## config.mk

```make
export PLATFORM = sky130hd
export DESIGN_NAME = screen_arbiter
export DESIGN_NICKNAME = d
export VERILOG_FILES = /design/src/rtl/screen_arbiter.sv
export SDC_FILE = /design/constraint.sdc
export NUM_CORES = 1
export LEC_CHECK = 0
export ABC_AREA = 1
export CAP_MARGIN = 20
export CORE_AREA = 2 2 98 100
export DETAILED_ROUTE_END_ITERATION = 8
export DIE_AREA = 0 0 100 102
export DONT_BUFFER_PORTS = 1
export HOLD_SLACK_MARGIN = 0.03
export PLACE_DENSITY = 0.52
export SLEW_MARGIN = 20
export SYNTH_ARGS = -nofsm -noshare
export SYNTH_HDL_FRONTEND = slang
export SYNTH_SLANG_ARGS = --single-unit
```

## constraint.sdc

```tcl
create_clock -name clk -period 1.6 [get_ports clk]
set_input_delay 0.32 -clock clk [delete_from_list [all_inputs] [get_ports clk]]
set_output_delay 0.32 -clock clk [all_outputs]
set_load 0.02 [all_outputs]
```

## src/rtl/screen_arbiter.sv

```systemverilog
// Round-robin arbiter sharing one 8-digit seven-segment driver between NREQ requesters,
// with minimum dwell before preemption and a blank cycle on every owner change.
// Optional digit blinking is enabled with the SCREEN_ARB_BLINK_EN macro.
module screen_arbiter #(
  parameter int NREQ       = 4,
  parameter int DWELL      = 50_000_000
`ifdef SCREEN_ARB_BLINK_EN
  ,
  parameter int BLINK_HALF = 25_000_000
`endif
) (
  input  logic                        clk,
  input  logic                        clr,
  input  logic [NREQ-1:0]             req,
  input  logic [NREQ-1:0][7:0][3:0]   src_display,
  input  logic [NREQ-1:0][7:0]        src_dots,
  input  logic [NREQ-1:0][7:0]        src_en,
`ifdef SCREEN_ARB_BLINK_EN
  input  logic [NREQ-1:0][7:0]        src_blink,
`endif
  output logic [NREQ-1:0]             grant,
  output logic [$clog2(NREQ)-1:0]     owner,
  output logic                        busy,
  output logic [7:0][3:0]             display,
  output logic [7:0]                  dots,
  output logic [7:0]                  en
);

  localparam int OW = $clog2(NREQ);
  localparam int CW = (DWELL > 1) ? $clog2(DWELL) : 1;

  typedef enum logic [1:0] {IDLE, OWN, SWITCH} state_t;

  state_t        state, state_next;
  logic [CW-1:0] dwell;
  logic [OW-1:0] win_idx;
  logic [OW-1:0] cand;
  logic          dwell_done;
  logic          others_req;

  // Scan downwards so the smallest offset from the last owner wins; the owner itself
  // (offset NREQ) is considered last and thus has lowest priority.
  always_comb begin
    // NOTE: every combinational output gets a default first so no latch is inferred.
    win_idx = owner;
    cand    = owner;
    for (int k = NREQ; k >= 1; k--) begin
      cand = OW'((int'(owner) + k) % NREQ);
      if (req[cand]) win_idx = cand;
    end
  end

  assign dwell_done = (dwell == CW'(DWELL - 1));
  assign others_req = |(req & ~grant);

  always_comb begin
    state_next = state;
    unique case (state)
      IDLE:    if (|req) state_next = OWN;
      OWN: begin
        if (!req[owner])                   state_next = SWITCH;
        else if (dwell_done && others_req) state_next = SWITCH;
      end
      SWITCH:  state_next = (|req) ? OWN : IDLE;
      default: state_next = IDLE;
    endcase
  end

  // NOTE: sequential state uses non-blocking assignments so all registers update together.
  always_ff @(posedge clk or posedge clr) begin
    if (clr) begin
      state <= IDLE;
      owner <= OW'(NREQ - 1);
      grant <= '0;
      dwell <= '0;
    end else begin
      state <= state_next;
      if (state != OWN && state_next == OWN) begin
        owner          <= win_idx;
        grant          <= '0;
        grant[win_idx] <= 1'b1;
        dwell          <= '0;
      end else if (state_next == OWN) begin
        if (!dwell_done) dwell <= dwell + CW'(1);
      end else begin
        grant <= '0;
        dwell <= '0;
      end
    end
  end

`ifdef SCREEN_ARB_BLINK_EN
  localparam int BW = (BLINK_HALF > 1) ? $clog2(BLINK_HALF) : 1;

  logic [BW-1:0] blink_cnt;
  logic          blink_on;

  // Free-running across all states so the blink cadence is independent of ownership.
  always_ff @(posedge clk or posedge clr) begin
    if (clr) begin
      blink_cnt <= '0;
      blink_on  <= 1'b1;
    end else if (blink_cnt == BW'(BLINK_HALF - 1)) begin
      blink_cnt <= '0;
      blink_on  <= ~blink_on;
    end else begin
      blink_cnt <= blink_cnt + BW'(1);
    end
  end
`endif

  always_comb begin
    busy    = (state == OWN);
    display = '0;
    dots    = '0;
    en      = '0;
    if (state == OWN) begin
      display = src_display[owner];
      dots    = src_dots[owner];
`ifdef SCREEN_ARB_BLINK_EN
      en      = src_en[owner] & (blink_on ? 8'hFF : ~src_blink[owner]);
`else
      en      = src_en[owner];
`endif
    end
  end

endmodule
```

==> out/qor.yml <==
p_leak_nw: 2.19
grt_pass1_wl_um: 23000
critPathCaptureType: "output port"
synth.most_common_cell: "nand3_1"
p_sw_share_pct: 53.6
critPathMostFrequentCell: "inv_6"
ys_ff_latch: 34
critPathMaxFanout: 7
gp_congestion: 0.951
worstPathRequired_ns: 1.28
root_buffer: "clkbuf_8"
vdd_drop_max_mv: 1.41
placed_cells: 721
fin_crit_sh_pct: 132
synth.distinct_cells: 37
synth_fp_nets: 749
cts_sinks: 34
numPortBuffers: 0
avgSynthCellArea_um2: 6.42
reg2reg_depth: 14
preCtsSetupSlack_ns: -0.235
r2r_end: "grant[3]"
worst_pin_slew_ns: 0.679
crit_chain: "inv_6 > nand2_4 > inv_6 > buf_12 > a22oi_2 > a31oi_2 > buf_4"
hold_buffers: 0
ant_nets: 0
num-fill-cells: 732
drc_errors: 0
final_net_count: 839
yosysTopAreaCell: "dfrtp_1"
yosys.area_share.adder_pct: 0.354
seqPwrFrac_pct: 9.2
cp-start-kind: "flip-flop"
maxCapViolCount: 0
initialDrtViolationCount: 229
die_x_um: 100
grt_max_degree: 49
post_drt_wl_per_cell_um: 21.9
skew_ns: 0.0152
rows: 35
cts_made_buffers: 5
synthCells: 550
stdcell_count: 751
yosysWarnings: 0
synth_area_mm2: 0.00353
initial_core_util_pct: 38.7
clock_latency_ns: 0.29
dieArea_mm2: 0.0102
cts.clk_slew.worst_paths_ns: 0.08
hp-class: "in -> async"
grt-ovfl-total: 0
muxShareOfSynthArea_pct: 0
crit_slowest_cell: "dfstp_4"
drive_gt1_share_pct: 50.6
coreArea_mm2: 0.00911
hold_violations: 0
syn_to_final_growth_pct: 76.4
crit_family: "flip-flops"
r2r-start: "owner[0]"
ioPinCount: 253
clock_path_buffers: 2
finalMaxSlewViolations: 0
synth-edff-count: 0
vias: 4651
slowest_delay_ns: 0.67
power_density_mw_per_mm2: 1900
async_flop_share_pct: 100
fp.dieH_um: 102
worstSetupPathType: "reg -> out"
grt_setup_unrepaired: "yes"
clkPwrFrac_pct: 5.6
yosys.area.top_type_share_pct: 22.7
multi_input_comb_area_mm2: 0.00368
dpl.hpwl_um: 12300
synth-simple-area-share_pct: 40.4
grt_antenna_before_repair: 0
ys.flop_type: "dfrtp_1"
worst-path-buf-inv: 4
fin_crit_ns: 2.10
first_pass_iters: 5
p_sw_w: 0.00636
synth_commonest_cells: "112 x nand3_1, 81 x nand2_1, 51 x a31oi_1, 51 x nor2_1, 48 x a22oi_1"
report.final.setup_viol: 84
arrival_ns: 1.78
slew_headroom_pct: 54.5
wl_um: 16400
intPower_w: 0.00550
max_freq_mhz: 475
synth_compound_area_share_pct: 23.0
viasPerCell: 6.19
synth_area_leaders: "dfrtp_1 23%, nand3_1 16%, a22oi_1 10%"
fin_ws_ns: -0.504
grt_pass1_vias: 4454
cts_tree: "done"
synth_seq_area_share_pct: 24.2
diodes: 0
synth_xor_area_share_pct: 1.74
track_usage_pct: 28.8
worst-r2r-setup-slack_ns: -0.30
synth_top_family_by_area: "simple AND/OR/NAND/NOR gates"
seq_area_um2: 857
violations: "negative setup slack"
power_frac_comb_pct: 85.2
status: "finished, violations left"
htree_levels: 2
[worst max-delay path by stage]
stage                        start          end  slack, ns  cells past startpoint
final                     owner[1]      dots[7]      -0.50                      7
after global routing      owner[1]      dots[7]      -0.55                      7
after CTS                 owner[1]      dots[7]      -0.50                      7
after detailed placement  owner[1]      dots[7]      -0.23                      7
after global placement    owner[1]  display[28]      -0.19                      6
after floorplan           owner[0]  display[11]      -0.18                      7
[power groups by stage]
stage / Combinational (W) / Clock, W / Sequential, W
floorplan: 0.00598 / 0 / 0.00113
global placement: 0.00758 / 0 / 0.00108
detailed placement: 0.00768 / 0 / 0.00109
CTS: 0.00835 / 0.000672 / 0.00108
global route: 0.0106 / 0.000699 / 0.00111
finish: 0.0101 / 0.000664 / 0.00109
[layer usage]
layer	share of wire [%]	vias to the layer above	track usage, %
met5	0	-	0
li1	-	2161	-
met4	4.4	0	12.4
met3	7.8	36	6.84
met1	38	2220	34.7
met2	50	234	49.4
[layout by cell type, fill, tap and decap left out, types with 2 or more instances in the layout]
master     instances
nand3_1          105
buf_4             80
nand2_1           54
a22oi_2           48
a31oi_4           41
nor2_1            39
inv_1             37
dfrtp_1           32
nand2_2           19
buf_6             17
buf_12            15
nor2_4            12
nand4_1           10
nor3_1            10
nand2_4            9
nor2_2             8
nand3_2            8
o21ai_2            7
a31oi_2            7
inv_2              6
o21ai_0            6
xor2_1             6
clkbuf_8           6
nand2_8            5
nor3_2             5
a21oi_1            4
nand3b_1           3
nor3_4             3
a31oi_1            3
clkbuf_16          3
buf_8              3
o21ai_4            2
inv_6              2
inv_4              2
nand3_4            2
[registers in the layout, summed over array words and instances (netlist names)]
signal and count:
dwell 26, grant 4, owner 2, state 2
[logic make-up after synthesis]
family | count (synthesis)
compound gates | 124
xor+xnor | 7
fa+ha+maj | 1
buf+inv | 88
flops | 34
simple gates | 296
[metrics by stage]
| step | hold WS [ns] | util, % | TNS (ns) | instance area (um^2) | power (W) |
|---|---|---|---|---|---|
| 2_1_floorplan | 0.460 | - | -6.74 | 4520 | 0.00711 |
| 3_3_place_gp | 0.340 | 57.3 | -8.89 | 5220 | 0.00866 |
| 3_5_place_dp | 0.342 | 57.3 | -10.40 | 5220 | 0.00877 |
| 4_1_cts | 0.0315 | 61.2 | -24.36 | 5580 | 0.0101 |
| 5_1_grt | 0.0792 | 68.3 | -31.59 | 6220 | 0.0125 |
| 6_report | 0.0167 | 68.3 | -27.52 | 6220 | 0.0119 |
[timing repair]
action,4_1_cts,5_1_grt
setup buffers,2,16
pin swaps,15,47
endpoints found under the setup margin,83,84
gates resized for setup,49,110
gates cloned,3,4
[final cells by class]
type	count	share of cell area, %
inverter	49	3.52
sequential	34	13.8
multi-input combinational	431	59.2
timing repair buffer	119	19.9
tap	111	2.23
clock buffer	7	1.39
Note: power is estimated with default switching activity, not from simulation.
